===== src/rtl/uart_rx_fifo_if.sv =====
// Bus-side signal bundle of the UART receive path: serial line in, FIFO read port
// and sticky error status out.
interface uart_rx_fifo_if #(
    parameter int CNT_W = 5
);
    logic             uart_rxd;
    logic             rd_en;
    logic             err_clr;
    logic [7:0]       rd_data;
    logic             empty;
    logic             full;
    logic [CNT_W-1:0] count;
    logic             frame_err;
    logic             parity_err;
    logic             overrun;

    modport slave (
        input  uart_rxd, rd_en, err_clr,
        output rd_data, empty, full, count, frame_err, parity_err, overrun
    );

    modport master (
        output uart_rxd, rd_en, err_clr,
        input  rd_data, empty, full, count, frame_err, parity_err, overrun
    );
endinterface


===== src/rtl/uart_rx_fifo.sv =====
// UART receiver (configurable data bits, parity and baud divisor) feeding a
// first-word-fall-through receive FIFO with sticky frame/parity/overrun flags.
module uart_rx_fifo #(
    parameter int CLK_DIV     = 434,
    parameter int DATA_BITS   = 8,
    parameter int PARITY_MODE = 0,
    parameter int FIFO_DEPTH  = 16,
    parameter int CNT_W       = 5
) (
    input  logic           clk,
    input  logic           reset,
    uart_rx_fifo_if.slave  bus
);
    localparam int PTR_W = $clog2(FIFO_DEPTH);
    localparam int BC_W  = $clog2(CLK_DIV);
    localparam int SHIFT = 8 - DATA_BITS;
    localparam logic [BC_W-1:0] BC_HALF = BC_W'(CLK_DIV / 2 - 1);
    localparam logic [BC_W-1:0] BC_FULL = BC_W'(CLK_DIV - 1);
    localparam logic [BC_W-1:0] BC_ZERO = BC_W'(0);

    typedef enum logic [2:0] {
        ST_IDLE   = 3'd0,
        ST_START  = 3'd1,
        ST_DATA   = 3'd2,
        ST_PARITY = 3'd3,
        ST_STOP   = 3'd4
    } state_t;

    // Data bits are zero-extended, so the XOR over all 8 bits equals the XOR of the data field.
    function automatic logic parity_bad(input logic [7:0] data, input logic par);
        logic x;
        x = (^data) ^ par;
        case (PARITY_MODE)
            1:       parity_bad = (x != 1'b1);
            2:       parity_bad = (x != 1'b0);
            default: parity_bad = 1'b0;
        endcase
    endfunction

    logic                   sync1_r, sync2_r;
    logic                   rxd_s;
    state_t                 state_r;
    logic [BC_W-1:0]        bc_r;
    logic [7:0]             shift_r;
    logic [3:0]             bit_cnt_r;
    logic                   par_bad_r;
    logic [7:0]             data_s;

    logic [7:0]             mem_r [FIFO_DEPTH];
    logic [PTR_W-1:0]       wr_ptr_r, rd_ptr_r;
    logic [CNT_W-1:0]       count_r, count_n_s;
    logic                   empty_r, full_r;
    logic                   frame_err_r, parity_err_r, overrun_r;

    logic                   stop_cyc_s, pop_s, push_s;
    logic                   frame_set_s, parity_set_s, overrun_set_s;

    assign rxd_s = sync2_r;

    // Two-flop synchroniser for the asynchronous serial line, idling high.
    always_ff @(posedge clk) begin
        if (reset) begin
            sync1_r <= 1'b1;
            sync2_r <= 1'b1;
        end else begin
            sync1_r <= bus.uart_rxd;
            sync2_r <= sync1_r;
        end
    end

    // Bits arrive LSB first into the top of the shifter; right-align the data field.
    always_comb begin
        data_s = shift_r >> SHIFT;
    end

    // Receive FSM with baud counter: sample mid-bit, parity and stop.
    always_ff @(posedge clk) begin
        if (reset) begin
            state_r   <= ST_IDLE;
            bc_r      <= BC_ZERO;
            shift_r   <= 8'h00;
            bit_cnt_r <= 4'd0;
            par_bad_r <= 1'b0;
        end else begin
            case (state_r)
                ST_IDLE: begin
                    if (!rxd_s) begin
                        bc_r    <= BC_HALF;
                        state_r <= ST_START;
                    end
                end
                ST_START: begin
                    if (bc_r == BC_ZERO) begin
                        if (rxd_s) begin
                            state_r <= ST_IDLE;
                        end else begin
                            bc_r      <= BC_FULL;
                            bit_cnt_r <= 4'd0;
                            par_bad_r <= 1'b0;
                            shift_r   <= 8'h00;
                            state_r   <= ST_DATA;
                        end
                    end else begin
                        bc_r <= bc_r - BC_W'(1);
                    end
                end
                ST_DATA: begin
                    if (bc_r == BC_ZERO) begin
                        shift_r   <= {rxd_s, shift_r[7:1]};
                        bc_r      <= BC_FULL;
                        bit_cnt_r <= bit_cnt_r + 4'd1;
                        if (bit_cnt_r == 4'(DATA_BITS - 1)) begin
                            state_r <= (PARITY_MODE != 0) ? ST_PARITY : ST_STOP;
                        end
                    end else begin
                        bc_r <= bc_r - BC_W'(1);
                    end
                end
                ST_PARITY: begin
                    if (bc_r == BC_ZERO) begin
                        par_bad_r <= parity_bad(data_s, rxd_s);
                        bc_r      <= BC_FULL;
                        state_r   <= ST_STOP;
                    end else begin
                        bc_r <= bc_r - BC_W'(1);
                    end
                end
                ST_STOP: begin
                    if (bc_r == BC_ZERO) begin
                        state_r <= ST_IDLE;
                    end else begin
                        bc_r <= bc_r - BC_W'(1);
                    end
                end
                default: begin
                    state_r <= ST_IDLE;
                end
            endcase
        end
    end

    // Stop-sample decisions; a same-cycle pop frees a slot before the full check.
    always_comb begin
        stop_cyc_s    = (state_r == ST_STOP) && (bc_r == BC_ZERO);
        pop_s         = bus.rd_en && !empty_r;
        frame_set_s   = stop_cyc_s && !rxd_s;
        parity_set_s  = stop_cyc_s && rxd_s && par_bad_r;
        overrun_set_s = stop_cyc_s && rxd_s && !par_bad_r && full_r && !pop_s;
        push_s        = stop_cyc_s && rxd_s && !par_bad_r && (!full_r || pop_s);
        count_n_s     = count_r + CNT_W'(push_s) - CNT_W'(pop_s);
    end

    // FIFO storage; contents need no reset because occupancy gates every read.
    always_ff @(posedge clk) begin
        if (push_s) begin
            mem_r[wr_ptr_r] <= data_s;
        end
    end

    // FIFO pointers and registered occupancy status.
    always_ff @(posedge clk) begin
        if (reset) begin
            wr_ptr_r <= PTR_W'(0);
            rd_ptr_r <= PTR_W'(0);
            count_r  <= CNT_W'(0);
            empty_r  <= 1'b1;
            full_r   <= 1'b0;
        end else begin
            if (push_s) begin
                wr_ptr_r <= wr_ptr_r + PTR_W'(1);
            end
            if (pop_s) begin
                rd_ptr_r <= rd_ptr_r + PTR_W'(1);
            end
            count_r <= count_n_s;
            empty_r <= (count_n_s == CNT_W'(0));
            full_r  <= (count_n_s == CNT_W'(FIFO_DEPTH));
        end
    end

    // Sticky error flags; a new error in the clear cycle keeps the flag set.
    always_ff @(posedge clk) begin
        if (reset) begin
            frame_err_r  <= 1'b0;
            parity_err_r <= 1'b0;
            overrun_r    <= 1'b0;
        end else begin
            frame_err_r  <= frame_set_s   | (frame_err_r  & !bus.err_clr);
            parity_err_r <= parity_set_s  | (parity_err_r & !bus.err_clr);
            overrun_r    <= overrun_set_s | (overrun_r    & !bus.err_clr);
        end
    end

    // Fall-through head view; reads as zero while the FIFO is empty.
    always_comb begin
        if (empty_r) begin
            bus.rd_data = 8'h00;
        end else begin
            bus.rd_data = mem_r[rd_ptr_r];
        end
    end

    assign bus.empty      = empty_r;
    assign bus.full       = full_r;
    assign bus.count      = count_r;
    assign bus.frame_err  = frame_err_r;
    assign bus.parity_err = parity_err_r;
    assign bus.overrun    = overrun_r;

endmodule


===== src/flat_wrapper.sv =====
// flat-port wrapper written by rule: the top's interface ports become plain ports
module uart_rx_fifo_flat 
#(
    parameter int CLK_DIV     = 434,
    parameter int DATA_BITS   = 8,
    parameter int PARITY_MODE = 0,
    parameter int FIFO_DEPTH  = 16,
    parameter int CNT_W       = 5
)
  (clk, reset, bus_uart_rxd, bus_rd_en, bus_err_clr, bus_rd_data, bus_empty, bus_full, bus_count, bus_frame_err, bus_parity_err, bus_overrun);
  uart_rx_fifo_if #(.CNT_W(CNT_W)) bus_i ();
  input  logic clk;
  input  logic reset;
  input wire logic [$bits(bus_i.uart_rxd)-1:0] bus_uart_rxd;
  input wire logic [$bits(bus_i.rd_en)-1:0] bus_rd_en;
  input wire logic [$bits(bus_i.err_clr)-1:0] bus_err_clr;
  output wire logic [$bits(bus_i.rd_data)-1:0] bus_rd_data;
  output wire logic [$bits(bus_i.empty)-1:0] bus_empty;
  output wire logic [$bits(bus_i.full)-1:0] bus_full;
  output wire logic [$bits(bus_i.count)-1:0] bus_count;
  output wire logic [$bits(bus_i.frame_err)-1:0] bus_frame_err;
  output wire logic [$bits(bus_i.parity_err)-1:0] bus_parity_err;
  output wire logic [$bits(bus_i.overrun)-1:0] bus_overrun;
  assign bus_i.uart_rxd = bus_uart_rxd;
  assign bus_i.rd_en = bus_rd_en;
  assign bus_i.err_clr = bus_err_clr;
  assign bus_rd_data = bus_i.rd_data;
  assign bus_empty = bus_i.empty;
  assign bus_full = bus_i.full;
  assign bus_count = bus_i.count;
  assign bus_frame_err = bus_i.frame_err;
  assign bus_parity_err = bus_i.parity_err;
  assign bus_overrun = bus_i.overrun;
  uart_rx_fifo #(.CLK_DIV(CLK_DIV), .DATA_BITS(DATA_BITS), .PARITY_MODE(PARITY_MODE), .FIFO_DEPTH(FIFO_DEPTH), .CNT_W(CNT_W)) u_core (.clk(clk), .reset(reset), .bus(bus_i));
endmodule

===== config.mk =====
export PLATFORM = sky130hd
export DESIGN_NAME = uart_rx_fifo_flat
export DESIGN_NICKNAME = d
export VERILOG_FILES = /design/src/rtl/uart_rx_fifo_if.sv /design/src/rtl/uart_rx_fifo.sv /design/src/flat_wrapper.sv
export SDC_FILE = /design/constraint.sdc
export NUM_CORES = 1
export LEC_CHECK = 0
export BUFFER_PORTS_ARGS = -buffer_cell sky130_fd_sc_hd__buf_2
export CAP_MARGIN = 10
export CORE_MARGIN = 5
export CORE_UTILIZATION = 30
export CTS_BUF_LIST = sky130_fd_sc_hd__clkbuf_4 sky130_fd_sc_hd__clkbuf_8 sky130_fd_sc_hd__clkbuf_16
export DETAILED_ROUTE_END_ITERATION = 6
export GPL_ROUTABILITY_DRIVEN = 0
export SKIP_LAST_GASP = 1
export SLEW_MARGIN = 20
export SYNTH_ARGS = -nofsm -noshare
export SYNTH_HDL_FRONTEND = slang
export SYNTH_SLANG_ARGS = --single-unit

===== constraint.sdc =====
create_clock -name clk -period 3.5 [get_ports clk]
set_clock_uncertainty 0.15 [all_clocks]
set_input_delay 0.875 -clock clk [delete_from_list [all_inputs] [get_ports clk]]
set_output_delay 0.875 -clock clk [all_outputs]
set_load 0.1 [all_outputs]

Word level (Yosys, flattened, before mapping)
Memories as Yosys holds them, arrays and structs flattened. A register that Yosys moved wholly into a read port is not among the register bits. Index checks and enable logic that the tools add are counted.

Memories: 1. Flip-flop bits (word level): 45. Memory bits (writable): 128. Word-level logic and storage cells: 101.

Equality and inequality tests: 15. Reduce and logical (&&, ||, !) cells: 27. Bitwise operators: 6. $add $sub $neg: 6. Muxes and demuxes: 31.

Memories: u_core.mem_r (words 16, bits a word 8, rd ports 1, clocked after Yosys merged registers in 1, wr ports 1, line uart_rx_fifo.sv:49) `logic [7:0] mem_r [FIFO_DEPTH];`.

Operator list (number): $mux 9 (5); $pmux 9 s4 (1); $mux 8 (4); $mux 4 (5); $mux 3 (6); $pmux 8 s2 (1); $pmux 3 s5 (1); $add 4x1->4 const B (3); $reduce_and 4->1 (3); $ne 2x1->1 const B (5); $logic_and 1x1->1 (9); $logic_not 9->1 (1); $sub 9x1->9 const B (1); $pmux 4 s2 (1); $eq 3x2->1 const B (2); $logic_not 1->1 (6); $ne 2x2->1 const B (3); $reduce_and 6->1 (1); $add 5x1->5 (1); $eq 5x5->1 const B (1); $logic_not 5->1 (1); $mux 1 (5); $sub 5x1->5 (1); $eq 4x3->1 const B (1); other kinds (12) (17).

Depth between registers and ports, before layout
Gate-level depths: netlist of the first run.

Depth after elaboration: 8. Depth in mapped cells: 11. Mapped depth without buffers: 11.

Worst setup path after synthesis of the first run
OpenSTA, ideal clock, no wires.

Path type: register to output. Start: register with a tool-made name. End: output port bus_rd_data[0]. Cell stages (with the launch flop): 5. Path buffers: 2. Arrival time: 2734 ps. Setup slack: -259 ps. Required time: 2475 ps. Cells stage by stage: dfxtp_1 -> clkbuf_1 -> clkbuf_1 -> mux2i_1 -> o22ai_1.

RTL lines: end, declared (line flat_wrapper.sv:17) `output wire logic [$bits(bus_i.rd_data)-1:0] bus_rd_data;`.

==> flow_summary.yaml, run 1 <==
timing:
  fin_ws_ns: 0.2398
  min_period_over_period_pct: 93.15
  tightest_slew_ns: 0.8000
  setup_viol: 0
  holdWs_ns: 0.2644
  period_minus_slack_ns: 3.260
  timing.fmax_mhz: 306.7
  final-hold-violation-count: 0
  rsz0062_at_grt: "false"
  max_slew_margin_pct: 46.67
  drv_slew: 0
worst_setup_path:
  worst_setup_path_end_kind: "output port"
  cp_max_fo: 32
  start_kind: "flip-flop"
  crit_arrival_ns: 2.24
  critical_path_class: "reg -> out"
  cp.required_ns: 2.47
finish:
  fillerInstances: 2194
  synthToLayoutAreaGrowth_pct: 17.52
  final_util_pct: 35.91
  fin_nets: 531
  multi_input_area_um2: 2208
  seqCellArea_um2: 4806
  drive_gt1_share_pct: 21.90
  diodes: 0
clocking:
  postCtsSetupBuffers: 0
  root_buffer: "clkbuf_16"
  numCtsBuffers: 17
  cts_buffer_depth: 2
  hold_buffers: 0
  cts_resized: 0
  cts_tree: "done"
  path_clk_slew_ns: 0.06
  cts.sinks: 176
  clk_latency_ns: 0.43
  htree_levels: 4
pwr:
  power_density_nw_per_um2: 660.6
  irDropWorstVdd_mv: 0.6997
  leakagePower_nw: 2.780
  p_int_w: 0.003766
  power_w: 0.005568
  switching_share_pct: 32.36
  power_frac_comb_pct: 26.0
  p_clk_share_pct: 32.3
  switching_power_w: 0.001802
  seqPwrFrac_pct: 41.7
global_routing:
  overflow: 0
  grt_max_degree: 46
  grt_pass1_vias: 3971
  antenna_found_initial: 0
  grtUsageTotal_pct: 10.70
  grt_pass1_wl_mm: 21.82
routing:
  post_drt_via_cell_ratio: 4.716
  route.vias.total: 3980
  ant_nets: 0
  drt_wl_total_mm: 13.94
  drc: 0
  drtPass1Iterations: 4
  wl_per_cell_um: 16.52
  dr.first_iter.drc_count: 234
yosys:
  synth_top_area_cell: "edfxtp_1"
  yosys-top-cells-area: "edfxtp_1, dfxtp_1, mux4_2, mux2i_1, ha_1"
  ys_ff_latch: 176
  ys_top_cells_by_count: "edfxtp_1, dfxtp_1, nor2_1"
  synthFlopType: "edfxtp_1"
  synth_area_um2: 7172
  ys_warn_count: 0
  ys_types: 49
  synth_nets: 495
  synth_top_area_share_pct: 53.59
  avgSynthCellArea_um2: 15.04
  yosysSeqAreaShare_pct: 66.99
  yosysMostFrequentCell: "edfxtp_1"
  synthCells: 477
  synth_edf_count: 128
  synthArstFlopShare_pct: 0
placement:
  dp_slack_ns: 0.2416
  numPortBuffers: 22
  hpwl_mm: 8.869
floorplanning:
  die_h_um: 164.6
  io_pins: 23
  core_area_um2: 23470
  die_w_um: 164.6
  core.rowCount: 56
  start_util_pct: 30.55
  die_area_um2: 27100
run_status:
  status: "finished, final reports clean"
hold_path:
  hold_class: "reg -> reg"
run:
  maxCapViolCount: 0
==> power by group through the flow <==
| stage | registers (W) | logic [W] | clock network (W) |
|---|---|---|---|
| 6_report | 0.00232 | 0.00145 | 0.00180 |
| 5_1_grt | 0.00232 | 0.00154 | 0.00194 |
| 4_1_cts | 0.00232 | 0.00146 | 0.00185 |
| 3_5_place_dp | 0.00236 | 0.00146 | 0 |
| 3_3_place_gp | 0.00236 | 0.00144 | 0 |
| 2_1_floorplan | 0.00257 | 0.000886 | 0 |
==> placed cells by master (no fill, tap or decap), types with 4 or more instances in the layout <==
master       n
edfxtp_1   128
dfxtp_1     47
nor2_1      39
mux4_2      32
nand2_1     29
a21oi_1     27
buf_4       20
mux2i_1     19
clkbuf_16   17
inv_1       14
buf_2       14
ha_1        12
nor3_1      11
o22ai_1      9
buf_12       9
xor2_1       8
nand2b_1     7
o21ai_0      7
nor2b_1      6
nor3b_1      5
xnor2_1      5
or2_2        4
nand3_1      4
==> final timing paths <==
path	slack, ns	to	cells after the start	startpoint
setup / recovery	0.24	bus_rd_data[4]	5	flip-flop
hold / removal	0.26	u_core.rxd_s	1	u_core.sync1_r
setup reg to reg	0.56	u_core.bus.empty	9	u_core.bc_r[0]
hold reg to reg	0.26	u_core.rxd_s	1	u_core.sync1_r
==> metal layers <==
metal	track usage, %	vias up	share of wire [%]
li1	-	1889	-
met1	14.27	1994	47
met2	17.00	79	48
met3	2.521	18	3.5
met4	4.121	0	1.5
met5	0	-	0
==> flip-flops by register name, indices dropped and copies added, names as in the netlist, named ones only <==
signal and flops:
u_core.wr_ptr_r 4, u_core.bus.frame_err 1, u_core.sync1_r 1, u_core.bus.empty 1
u_core.bus.overrun 1, u_core.data_s 8, u_core.bus.parity_err 1, u_core.bus.full 1
u_core.state_r 3, u_core.rxd_s 1, u_core.mem_r 128, u_core.rd_ptr_r 4
u_core.bus.count 5, u_core.bit_cnt_r 4, u_core.bc_r 9
==> metrics by stage <==
step / instance area, um2 / TNS [ns] / cells
2_1_floorplan: 7172 / -2.055 / 477
3_3_place_gp: 7866 / 0 / 813
3_5_place_dp: 7866 / 0 / 813
4_1_cts: 8428 / 0 / 844
5_1_grt: 8428 / 0 / 844
6_report: 8428 / 0 / 844
==> logic make-up (layout without fill, tap and decap cells) <==
kind of cell / after synthesis / after routing / synth area share, %
AOI/OAI and AO/OA: 61 / 61 / 5.478
xor gates and xnor gates: 13 / 13 / 1.588
adders and majority gates: 13 / 13 / 2.373
buffers and inverters: 40 / 88 / 2.216
DFF: 176 / 176 / 66.99
muxes: 51 / 51 / 12.70
and+or+nand+nor: 123 / 123 / 8.653
==> critical path: stages, from the launching register on <==
cell     delay [ns]
dfxtp_2        0.34
buf_12         0.26
mux4_2         0.59
mux2i_1        0.23
o22ai_1        0.17
buf_12         0.20
==> cell type report <==
class | count | share of cell area (%)
inverters | 14 | 0.6235
multi-input cells | 261 | 26.20
clock inverters | 13 | 1.529
clock buffers | 18 | 5.137
repair buffers | 43 | 4.751
flip-flops and latches | 176 | 57.02
well taps | 319 | 4.736
(Power assumes the default switching activity.)
==> inputs of run 2 (changes only) <==
Settings changed: CORE_UTILIZATION 30 to 40.
==> run 2 against run 1 <==
  * Global-route usage is 3.7 points higher
  * Flip-flop and latch count is the same
  * Largest cell class unchanged
  * Clock power down 3%
  * Combinational power is essentially flat
  * Worst setup slack worse by 0.077 ns
  * Core utilization grew 11 points
  * Routed wire length is 0.96% lower
  * Register-to-register slack about the same
  * Hold slack worse by 0.0025 ns
  * Critical path depth stayed put
==> flow_summary.yaml, run 2 (same netlist as run 1, synthesis figures left out) <==
clocking:
  cts_buffer_depth: 2
  cts.sinks: 176
  cts_tree: "done"
  root_buffer: "clkbuf_16"
  postCtsSetupBuffers: 0
  clk_latency_ns: 0.42
  numCtsBuffers: 17
  path_clk_slew_ns: 0.06
  htree_levels: 4
floorplanning:
  core.rowCount: 49
  io_pins: 23
  die_w_um: 143.9
  die_h_um: 143.9
  start_util_pct: 40.34
  die_area_um2: 20710
  core_area_um2: 17780
routing:
  drc: 0
  wl_per_cell_um: 18.26
  drtPass1Iterations: 5
  ant_nets: 0
  route.vias.total: 3972
  drt_wl_total_mm: 13.81
  post_drt_via_cell_ratio: 5.254
  dr.first_iter.drc_count: 272
pwr:
  leakagePower_nw: 2.777
  power_density_nw_per_um2: 662.8
  power_frac_comb_pct: 26.1
  switching_share_pct: 31.73
  p_int_w: 0.003769
  switching_power_w: 0.001752
  irDropWorstVdd_mv: 0.6328
  p_clk_share_pct: 31.7
  seqPwrFrac_pct: 42.2
timing:
  max_slew_margin_pct: 46.61
  min_period_over_period_pct: 95.34
  tightest_slew_ns: 0.8009
  holdWs_ns: 0.2620
  final-hold-violation-count: 0
  rsz0062_at_grt: "false"
  setup_viol: 0
  drv_slew: 0
  fin_ws_ns: 0.1631
  period_minus_slack_ns: 3.337
  timing.fmax_mhz: 299.7
global_routing:
  grt_max_degree: 46
  grt_pass1_wl_mm: 22.34
  grt_pass1_vias: 4093
  overflow: 0
  grtUsageTotal_pct: 14.37
  antenna_found_initial: 0
placement:
  hpwl_mm: 8.867
  place_inst: 724
  numPortBuffers: 22
  placed_area_um2: 7774
  dp_slack_ns: 0.2411
run:
  maxCapViolCount: 0
worst_setup_path:
  critical_path_class: "reg -> out"
  worst_setup_path_end_kind: "output port"
  crit_arrival_ns: 2.31
  cp.required_ns: 2.47
  crit_chain: "buf_12 -> mux4_2 -> mux2i_1 -> o22ai_1 -> buf_12"
  critPathMaxStageDelay_ns: 0.53
  slowest_stage: "mux4_2"
  start_kind: "flip-flop"
  cp_max_fo: 16
  crit_path_frequent_cell: "buf_12"
finish:
  final_cell_mix: "edfxtp_1, dfxtp_1, nor2_1"
  seqCellArea_um2: 4806
  fin_cells: 756
  drive_gt1_share_pct: 21.82
  largest_reg_flops: 128
  design_area_um2: 8329
  synthToLayoutAreaGrowth_pct: 16.14
  diodes: 0
  layout_commonest_cell: "edfxtp_1"
  fillerInstances: 1574
  fin_nets: 532
  largest-register: "u_core.mem_r"
  multi_input_area_um2: 2208
run_status:
  status: "finished, final reports clean"
hold_path:
  hold_class: "reg -> reg"
run 2: cell count changes in the layout (fill, tap and decap cells not counted):
cell | previous run | this run
buf_12 | 9 | 10
buf_4 | 20 | 19
buf_6 | 0 | 1
clkbuf_4 | 1 | 2
clkinv_1 | 1 | 3
clkinv_4 | 3 | 1
clkinvlp_4 | 2 | 4
inv_8 | 2 | 0
run 2: power by group through the flow:
stage / sequential, W / clock, W / combinational (W)
final: 0.00233 / 0.00175 / 0.00144
after global routing: 0.00234 / 0.00189 / 0.00154
after CTS: 0.00233 / 0.00179 / 0.00146
after detailed placement: 0.00237 / 0 / 0.00146
after global placement: 0.00237 / 0 / 0.00144
after floorplan: 0.00257 / 0 / 0.000886
run 2: through the flow:
stage / power [W] / utilization, % / TNS (ns)
6_report: 0.005520 / 46.85 / 0
5_1_grt: 0.005768 / 46.85 / 0
4_1_cts: 0.005578 / 46.83 / 0
3_5_place_dp: 0.003828 / 43.72 / 0
3_3_place_gp: 0.003809 / 43.72 / 0
2_1_floorplan: 0.003458 / - / -2.055
run 2: layout make-up:
class | instances | area share, %
clock buffer | 19 | 5.288
clock inverter | 13 | 1.337
inverter | 14 | 0.6309
multi-input combinational | 261 | 26.51
sequential | 176 | 57.70
tap | 229 | 3.440
timing repair buffer | 44 | 5.092
run 2: critical path: cells and delay by family (launching register included):
family,cells,cell delay [ns]
AO/OA/AOI/OAI,1,0.19
flip-flops,1,0.44
buffers and inverters,2,0.42
multiplexers,2,0.83
run 2: path summary, 6_finish.rpt:
kind | slack, ns | end | depth (start not counted) | start
min reg2reg | 0.26 | u_core.rxd_s | 1 | u_core.sync1_r
min | 0.26 | u_core.rxd_s | 1 | u_core.sync1_r
max | 0.16 | bus_rd_data[1] | 5 | flip-flop
max reg2reg | 0.55 | u_core.bus.empty | 9 | u_core.bc_r[0]
run 2: timing repair:
item                                    CTS  global route
resized for setup                         0             1
hold buffers                              0             0
endpoints found under the setup margin    0             2
run 2: per-layer routing:
layer	global-route usage, %	part of all wire, %
met2	23.32	49
met1	19.22	46
met5	0	0
met4	4.906	1.3
met3	3.161	4.2
==> inputs of run 3 (changes only) <==
Settings changed: CORE_UTILIZATION 40 to 61, PLACE_DENSITY set to 0.78.
==> run 3 against run 2 <==
  * Combinational power about the same
  * Flip-flop and latch count stayed put
  * Count of clock-buffer cells in the layout rose by 5
  * First-iteration DRC count is 17% higher
  * Via count grew 0.98%
  * Non-clock buffer count unchanged
  * Largest cell class unchanged
==> flow_summary.yaml, run 3 (same netlist as run 1, synthesis figures left out) <==
timing:
  tns_ns: 0
  timing.fmax_mhz: 300.3
  period_minus_slack_ns: 3.330
  max_slew_margin_pct: 47.20
  setup_viol: 0
  holdWs_ns: 0.2611
  drv_slew: 0
  rsz0062_at_grt: "false"
  tightest_slew_ns: 0.7920
  min_period_over_period_pct: 95.15
  final-hold-violation-count: 0
routing:
  drtPass1Iterations: 5
  wl_per_cell_um: 20.34
  dr.first_iter.drc_count: 319
  drc: 0
  post_drt_via_cell_ratio: 5.987
  route.vias.total: 4011
  drt_wl_total_mm: 13.63
  ant_nets: 0
clocking:
  cts.sinks: 176
  clk_latency_ns: 0.42
  root_buffer: "clkbuf_16"
  cts_tree: "done"
  cts_buffer_depth: 2
  path_clk_slew_ns: 0.06
  hold_buffers: 0
  htree_levels: 4
  numCtsBuffers: 17
run_status:
  status: "finished, final reports clean"
hold_path:
  holdCritStartpoint: "u_core.sync1_r"
  hold_class: "reg -> reg"
  worstHoldEndpoint: "u_core.rxd_s"
  hold_depth: 1
worst_setup_path:
  reg2reg_to: "u_core.bus.empty"
  cp.required_ns: 2.47
  critPathMaxStageDelay_ns: 0.52
  cp_max_fo: 17
  slowest_stage: "mux4_2"
  rrSetupSlack_ns: 0.55
  crit_arrival_ns: 2.31
  reg2reg_depth: 9
  start_kind: "flip-flop"
  crit_chain: "buf_12 -> mux4_2 -> mux2i_1 -> o22ai_1 -> buf_12"
  critical_path_class: "reg -> out"
  regToRegStartpoint: "u_core.bc_r[0]"
  crit_path_frequent_cell: "buf_12"
  worst_setup_path_end_kind: "output port"
run:
  maxCapViolCount: 0
finish:
  fin_nets: 532
  fin_cells: 670
  layout_commonest_cell: "edfxtp_1"
  drive_gt1_share_pct: 22.39
  largest_reg_flops: 128
  diodes: 0
  largest-register: "u_core.mem_r"
  synthToLayoutAreaGrowth_pct: 15.13
  final_util_pct: 72.00
  final_cell_mix: "edfxtp_1, dfxtp_1, nor2_1"
  fillerInstances: 715
floorplanning:
  core_area_um2: 11470
  die_w_um: 118.4
  io_pins: 23
  die_h_um: 118.4
  die_area_um2: 14030
  start_util_pct: 62.54
  core.rowCount: 39
pwr:
  irDropWorstVdd_mv: 0.8351
  power_w: 0.005630
  power_density_nw_per_um2: 681.9
  leakagePower_nw: 2.818
placement:
  hpwl_mm: 8.581
  place_inst: 638
  numPortBuffers: 22
global_routing:
  overflow: 0
  grtUsageTotal_pct: 20.36
  grt_pass1_wl_mm: 21.86
  antenna_found_initial: 0
  grt_pass1_vias: 4114
  grt_max_degree: 46
## run 3: worst max path at each step
stage | start | to | slack, ns | depth (start not counted)
after detailed placement | bus_rd_en | u_core.bus.full | 0.19 | 12
after global placement | bus_rd_en | u_core.bus.full | 0.31 | 12
after global routing | flip-flop | bus_rd_data[5] | 0.09 | 5
after floorplan | flip-flop | bus_rd_data[0] | -0.26 | 4
after CTS | flip-flop | bus_rd_data[5] | 0.03 | 5
final | flip-flop | bus_rd_data[5] | 0.17 | 5
## run 3: area by class of cell
type / instances / area [um2] / area share, %
clock buffers: 24 / 526.8 / 6.380
clock inverters: 8 / 73.82 / 0.8941
inverters: 14 / 52.55 / 0.6365
multi-input cells: 261 / 2208 / 26.75
flip-flops and latches: 176 / 4808 / 58.24
well taps: 143 / 178.9 / 2.167
repair buffers: 44 / 407.9 / 4.940
## run 3: metrics by stage
step	cell area, um2	setup WS (ns)
floorplan	7172	-0.2590
global placement	7654	0.3125
detailed placement	7654	0.1948
CTS	8254	0.02941
global route	8257	0.09261
finish	8257	0.1698
## run 3: repair_timing
| action | in CTS | in global routing |
|---|---|---|
| endpoints found under the setup margin | 0 | 7 |
| resized for setup | 0 | 1 |
| setup buffers | 0 | 0 |
## run 3: worst max-delay path: cells and delay by family, from the launching register on
family,cells,cell delay [ns]
AO/OA/AOI/OAI,1,0.19
buffers and inverters,2,0.43
flip-flops,1,0.48
multiplexers,2,0.75
## run 3: metal layers
metal / up-vias / track usage [%] / part of all wire (%) / wire length, um
li1: 1887 / - / - / -
met1: 2007 / 26.93 / 43 / 5894
met2: 98 / 33.76 / 52 / 7021
met3: 19 / 4.680 / 3.9 / 527
met4: 0 / 6.804 / 1.4 / 188
met5: - / 0 / 0 / 0
## run 3: power by group
group / internal [W] / leakage (nW) / switching (W)
Sequential: 0.00227 / 1.58 / 0.0000786
Clock: 0.00112 / 0.305 / 0.000737
Combinational: 0.000509 / 0.937 / 0.000916
